### src/rtl/uart_rx_cfg.sv
// rtl/uart_rx_cfg.sv - configurable UART receiver with 3-sample majority voting and a one-word holding register
module uart_rx_cfg #(
    parameter int CLKS_PER_BIT = 12,
    parameter int DATA_BITS    = 8,
    parameter int PARITY       = 0,
    parameter int STOP_BITS    = 1
) (
    input  logic                 clk_s,
    input  logic                 rst_s,
    input  logic                 iDATA,
    input  logic                 iREADY,
    output logic [DATA_BITS-1:0] oDATA,
    output logic                 oVALID,
    output logic                 oDONE,
    output logic                 oPERR,
    output logic                 oFERR,
    output logic                 oOVR,
    output logic                 oBUSY
);

    localparam int CW = (CLKS_PER_BIT > 1) ? $clog2(CLKS_PER_BIT) : 1;
    localparam int MID = CLKS_PER_BIT / 2;
    localparam logic [CW-1:0] CNT_ONE  = CW'(1);
    localparam logic [CW-1:0] CNT_LAST = CW'(CLKS_PER_BIT - 1);
    localparam logic [CW-1:0] SMP_A    = CW'(MID - 1);
    localparam logic [CW-1:0] SMP_B    = CW'(MID);
    localparam logic [CW-1:0] SMP_C    = CW'(MID + 1);
    localparam logic [3:0]    LAST_DATA = 4'(DATA_BITS - 1);
    localparam logic [3:0]    LAST_STOP = 4'(STOP_BITS - 1);
    localparam logic          ODD_PAR  = (PARITY == 2);

    localparam logic [2:0] S_IDLE      = 3'd0;
    localparam logic [2:0] S_START     = 3'd1;
    localparam logic [2:0] S_DATA      = 3'd2;
    localparam logic [2:0] S_PAR       = 3'd3;
    localparam logic [2:0] S_STOP      = 3'd4;
    localparam logic [2:0] S_WAIT_HIGH = 3'd5;

    logic [1:0]           sync_q;
    logic                 rx_prev;
    logic [2:0]           state;
    logic [CW-1:0]        cnt;
    logic [3:0]           bit_idx;
    logic [1:0]           samp;
    logic [DATA_BITS-1:0] shreg;
    logic                 perr_acc;
    logic                 ferr_acc;

    logic rx;
    logic majority;
    logic at_decide;
    logic at_end;
    logic complete;
    logic frame_ferr;
    logic handshake;
    logic hold_free;
    logic par_exp;

    always_comb begin
        rx         = sync_q[1];
        majority   = (samp[0] & samp[1]) | (samp[0] & rx) | (samp[1] & rx);
        at_decide  = (cnt == SMP_C);
        at_end     = (cnt == CNT_LAST);
        complete   = (state == S_STOP) && at_decide && (bit_idx == LAST_STOP);
        frame_ferr = ferr_acc | ~majority;
        handshake  = oVALID & iREADY;
        hold_free  = ~oVALID | iREADY;
        par_exp    = (^shreg) ^ ODD_PAR;
        oBUSY      = (state != S_IDLE);
    end

    // Output holding register: a completed frame either loads or is dropped as an overrun.
    always_ff @(posedge clk_s) begin
        if (rst_s) begin
            oDATA  <= '0;
            oVALID <= 1'b0;
            oDONE  <= 1'b0;
            oPERR  <= 1'b0;
            oFERR  <= 1'b0;
            oOVR   <= 1'b0;
        end else begin
            oDONE <= complete;
            if (complete && hold_free) begin
                oDATA  <= shreg;
                oPERR  <= perr_acc;
                oFERR  <= frame_ferr;
                oVALID <= 1'b1;
            end else if (handshake) begin
                oVALID <= 1'b0;
            end
            if (complete && !hold_free) begin
                oOVR <= 1'b1;
            end else if (handshake) begin
                oOVR <= 1'b0;
            end
        end
    end

    always_ff @(posedge clk_s) begin
        if (rst_s) begin
            sync_q   <= 2'b11;
            rx_prev  <= 1'b1;
            state    <= S_IDLE;
            cnt      <= '0;
            bit_idx  <= '0;
            samp     <= 2'b11;
            shreg    <= '0;
            perr_acc <= 1'b0;
            ferr_acc <= 1'b0;
        end else begin
            sync_q  <= {sync_q[0], iDATA};
            rx_prev <= rx;

            if (state == S_IDLE || state == S_WAIT_HIGH) begin
                cnt <= '0;
            end else begin
                cnt <= at_end ? '0 : cnt + CNT_ONE;
            end
            if (cnt == SMP_A) begin
                samp[0] <= rx;
            end
            if (cnt == SMP_B) begin
                samp[1] <= rx;
            end

            case (state)
                S_IDLE: begin
                    if (rx_prev && !rx) begin
                        state    <= S_START;
                        bit_idx  <= '0;
                        perr_acc <= 1'b0;
                        ferr_acc <= 1'b0;
                    end
                end
                S_START: begin
                    if (at_decide && majority) begin
                        state <= S_IDLE;
                        cnt   <= '0;
                    end else if (at_end) begin
                        state <= S_DATA;
                    end
                end
                S_DATA: begin
                    if (at_decide) begin
                        shreg <= {majority, shreg[DATA_BITS-1:1]};
                    end
                    if (at_end) begin
                        if (bit_idx == LAST_DATA) begin
                            bit_idx <= '0;
                            state   <= (PARITY != 0) ? S_PAR : S_STOP;
                        end else begin
                            bit_idx <= bit_idx + 4'd1;
                        end
                    end
                end
                S_PAR: begin
                    if (at_decide) begin
                        perr_acc <= (majority != par_exp);
                    end
                    if (at_end) begin
                        state <= S_STOP;
                    end
                end
                S_STOP: begin
                    if (at_decide && !majority) begin
                        ferr_acc <= 1'b1;
                    end
                    // The frame ends at the last stop bit's decision point so the next start edge is never missed.
                    if (complete) begin
                        state <= majority ? S_IDLE : S_WAIT_HIGH;
                        cnt   <= '0;
                    end else if (at_end) begin
                        bit_idx <= bit_idx + 4'd1;
                    end
                end
                S_WAIT_HIGH: begin
                    if (rx) begin
                        state <= S_IDLE;
                    end
                end
                default: begin
                    state <= S_IDLE;
                end
            endcase
        end
    end

endmodule

### config.mk
export PLATFORM = sky130hd
export DESIGN_NAME = uart_rx_cfg
export DESIGN_NICKNAME = d
export VERILOG_FILES = /design/src/rtl/uart_rx_cfg.sv
export SDC_FILE = /design/constraint.sdc
export NUM_CORES = 1
export LEC_CHECK = 0
export BUFFER_PORTS_ARGS = -buffer_cell sky130_fd_sc_hd__buf_2
export CAP_MARGIN = 10
export CELL_PAD_IN_SITES_DETAIL_PLACEMENT = 0
export CELL_PAD_IN_SITES_GLOBAL_PLACEMENT = 2
export CORE_MARGIN = 10
export CORE_UTILIZATION = 32
export CTS_CLUSTER_SIZE = 14
export DETAILED_ROUTE_END_ITERATION = 8
export PLACE_DENSITY = 0.76
export SKIP_CTS_REPAIR_TIMING = 1
export SYNTH_ARGS = -nofsm -noshare
export SYNTH_HDL_FRONTEND = slang
export SYNTH_SLANG_ARGS = --single-unit
### constraint.sdc
create_clock -name clk_s -period 1.7 [get_ports clk_s]
set_input_delay 0.085 -clock clk_s [delete_from_list [all_inputs] [get_ports clk_s]]
set_output_delay 0.085 -clock clk_s [all_outputs]
set_load 0.05 [all_outputs]
==> implementation parameters <==
Parameter                              Value

Drt
  Number of detailed-routing iterations run before antenna repair ... 4
  Post-detailed-route wirelength per cell ... 13.0 um
  Vias per cell ... 4.66
  DRT antenna net count ... 0
  Remaining design rule violation count ... 0
  Number of violations reported at the end of detailed-routing iteration 0 ... 33
  DRT Wirelength ... 4330 um
  Via count of the routed design ... 1555

Floorplanning
  Height of the chip ... 97.1 um
  Top-Level Pins ... 18
  Number of placement rows ... 28
  Core area ... 0.00585 mm^2
  Full die area ... 0.00943 mm^2
  Initial core utilization ... 32.5%
  Width of the chip ... 97.1 um

STA
  Hold violation count in the final report ... 0
  Max Clock Skew ... 10.3 ps
  Slew Viols, Final ... 0
  Total negative setup slack ... -260 ps
  Unrepaired setup endpoints after global routing ... true
  Fmax ... 0.573 GHz
  Final setup margin ... -45.8 ps
  Tightest Pin Transition ... 365 ps
  Max-slew headroom ... 75.3%
  Share of the cycle needed by the critical path after routing ... 103%
  Tmin final ... 1750 ps
  Final Setup Violations ... 11

Placement
  Placed cells ... 321
  Placed instance area ... 0.00219 mm^2
  Post-detail-place hpwl ... 3100 um
  Weighted congestion at the end of routability-driven global placement ... 0.781
  Port bufs ... 17

Clock tree
  Clock latency on the worst-skew pair ... 300 ps
  TritonCTS clock tree ... yes
  Deepest level of the CTS H-tree ... 2
  Max Buffers Root-to-Sink ... 2
  Clock transition time at the flip-flop clock pins of the worst setup and hold paths ... 90 ps
  # clock sinks ... 39
  CTS Buf Count ... 5
  Root Driver ... clkbuf_8

Synth
  Most used standard cell by instance count after synthesis ... dfxtp_1
  Area share of the leading cell type in the synthesized netlist ... 41.1%
  Yosys reg bits ... 39
  Portion of the post-synthesis area used by sequential elements ... 41.1%
  Commonest cells post-synth ... dfxtp_1 (39), a21oi_1 (29), nand2_1 (27)
  Share of flip-flops with an asynchronous set or reset after synthesis ... 0%
  Main area contributors after synthesis ... dfxtp_1 (41%), a21oi_1 (7.6%), nand3_1 (6.3%)
  Number of flops mapped to enable cells by yosys ... 0
  Mapped Cells ... 215
  Mean instance size in the synthesized netlist ... 8.85 um^2
  Cell area after synthesis ... 0.00190 mm^2
  Synth Flop Type ... dfxtp_1
  Number of nets produced by synthesis ... 224
  Cell variety after synth ... 49
  Yosys top cell by area ... dfxtp_1
  Synth Warn # ... 0

GRT
  Wire length of the first global-routing pass ... 7350 um
  Total global routing track utilization ... 9.08%
  Number of antenna violations at the first check in global routing ... 0
  Maximum number of pins on one net before global-route repair ... 20
  Via count of the first global-routing pass ... 1591
  Remaining global-route overflow ... 0

Pwr
  Internal power summed over all cells ... 0.00172 W
  Portion of total power attributed to sequential cells ... 41.8%
  Total power of the final layout ... 0.00233 W
  Worst ir drop on vdd ... 0.422 mV
  Comb power frac ... 17.9%
  Net Sw Power ... 0.000605 W
  Leakage ... 0.941 nW
  Switching Fraction ... 26.0%
  PwrDens ... 927 mW/mm^2
  Clock power frac ... 40.3%

Finish
  Layout cell share with drive strength beyond 1 ... 37.8%
  Area of all placed cells without fillers ... 0.00251 mm^2
  Ant. Diodes ... 0
  Non-filler cells, final ... 334
  Area growth, synth to finish ... 31.9%
  Post-layout utilization of the core ... 42.9%
  Nets ... 267

Min path
  Startpoint of the most critical hold path ... rst_s
  Hold Crit Depth ... 2
  Endpoint with the worst hold slack ... perr_acc
  Tightest Hold Check Type ... primary input to flip-flop

Worst setup path
  Worst flop-to-flop path endpoint ... cnt[2]
  RR Startpoint ... bit_idx[1]
  Critical path type ... flip-flop to flip-flop
  Cell depth of the worst flop-to-flop path ... 8
  Kind of start point of the critical path ... flip-flop
  Critical path capture point type ... flip-flop
  Arrival time worst endpoint ... 1920 ps
  Reg2reg setup slack ... -50 ps
  CP Data Required Time ... 1880 ps
  Worst-path maximum fanout ... 4

Outcome
  Outcome ... finished, violations left
  Failing checks ... setup timing

Run
  Max-capacitance violation count ... 0
## stage by stage
stage,setup WS (ps),hold WS (ps)
floorplan,1.96,183
global placement,-14.6,275
detailed placement,-62.1,280
CTS,-72.0,-25.7
global route,-132,189
finish,-45.8,160
## cells in the final DEF (no fill, tap or decap), drive strengths merged, types with 2 or more instances in the layout
master,Yosys,final
a21oi,30,30
and3b,2,2
buf,5,44
bufinv,0,2
clkbuf,6,6
dfxtp,39,39
dlygate4sd3,0,2
ha,5,5
inv,8,8
mux2i,2,2
nand2,28,28
nand2b,5,5
nand3,24,24
nand3b,3,3
nor2,10,10
nor2b,3,3
nor3,6,6
nor3b,3,3
o21ai,3,3
or2,4,4
or3,3,3
or3b,2,2
xnor2,7,7
## final cells by class
class | instances | area [um^2]
Fill cell | 590 | 3340
Clock buffer | 5 | 68.8
Multi-Input combinational cell | 157 | 1100
Inverter | 8 | 30.0
Sequential cell | 39 | 788
Timing Repair Buffer | 47 | 357
Clock inverter | 3 | 67.6
Tap cell | 75 | 93.8
## worst max-delay path, stage by stage (launching register included)
cell      delay, ps
dfxtp_2         340
inv_2            60
ha_4            110
or3b_4          400
nor2_4          150
buf_4           130
o21ai_1         100
o211ai_1        270
nor2_1           70
## worst max-delay path by stage
| stage | startpoint | to | slack [ps] | depth (start not counted) |
|---|---|---|---|---|
| 6_report | bit_idx[1] | cnt[2] | -50 | 8 |
| 5_1_grt | bit_idx[1] | state[1] | -130 | 7 |
| 4_1_cts | bit_idx[1] | state[1] | -70 | 7 |
| 3_5_place_dp | bit_idx[1] | state[1] | -60 | 7 |
| 3_3_place_gp | cnt[1] | state[1] | -10 | 6 |
| 2_1_floorplan | bit_idx[0] | state[1] | 2 | 7 |
## power by group through the flow
stage,Clock (W),Sequential (W),Combinational (W)
2_1_floorplan,0,0.000976,0.000275
3_3_place_gp,0,0.000985,0.000376
3_5_place_dp,0,0.000984,0.000377
4_1_cts,0.000960,0.000963,0.000378
5_1_grt,0.00100,0.000979,0.000459
6_report,0.000937,0.000973,0.000417
## routing by layer
metal	routed length, um	share of wire, %	track usage (%)
met1	1970	45	10.5
met2	2180	50	15.9
met3	145	3.3	2.35
met4	38	0.88	2.72
met5	0	0	0
## state kept, by name, indices dropped and copies added (netlist names), 2 cells and up
register,flops
oDATA,8
cnt,4
bit_idx,4
state,3
samp,2
sync_q,2
shreg,8
## cells by family (layout without fill, tap and decap cells)
family          count (synthesis)  after routing  synth area share [%]
simple gates                   97             97                  29.2
mux                             2              2                  1.05
xor+xnor                        9              9                  4.87
buf+inv                        19             63                  6.38
flops                          39             39                  41.1
compound gates                 43             43                  13.6
fa+ha+maj                       6              6                  3.88
Power figures use the tool's default switching activity.
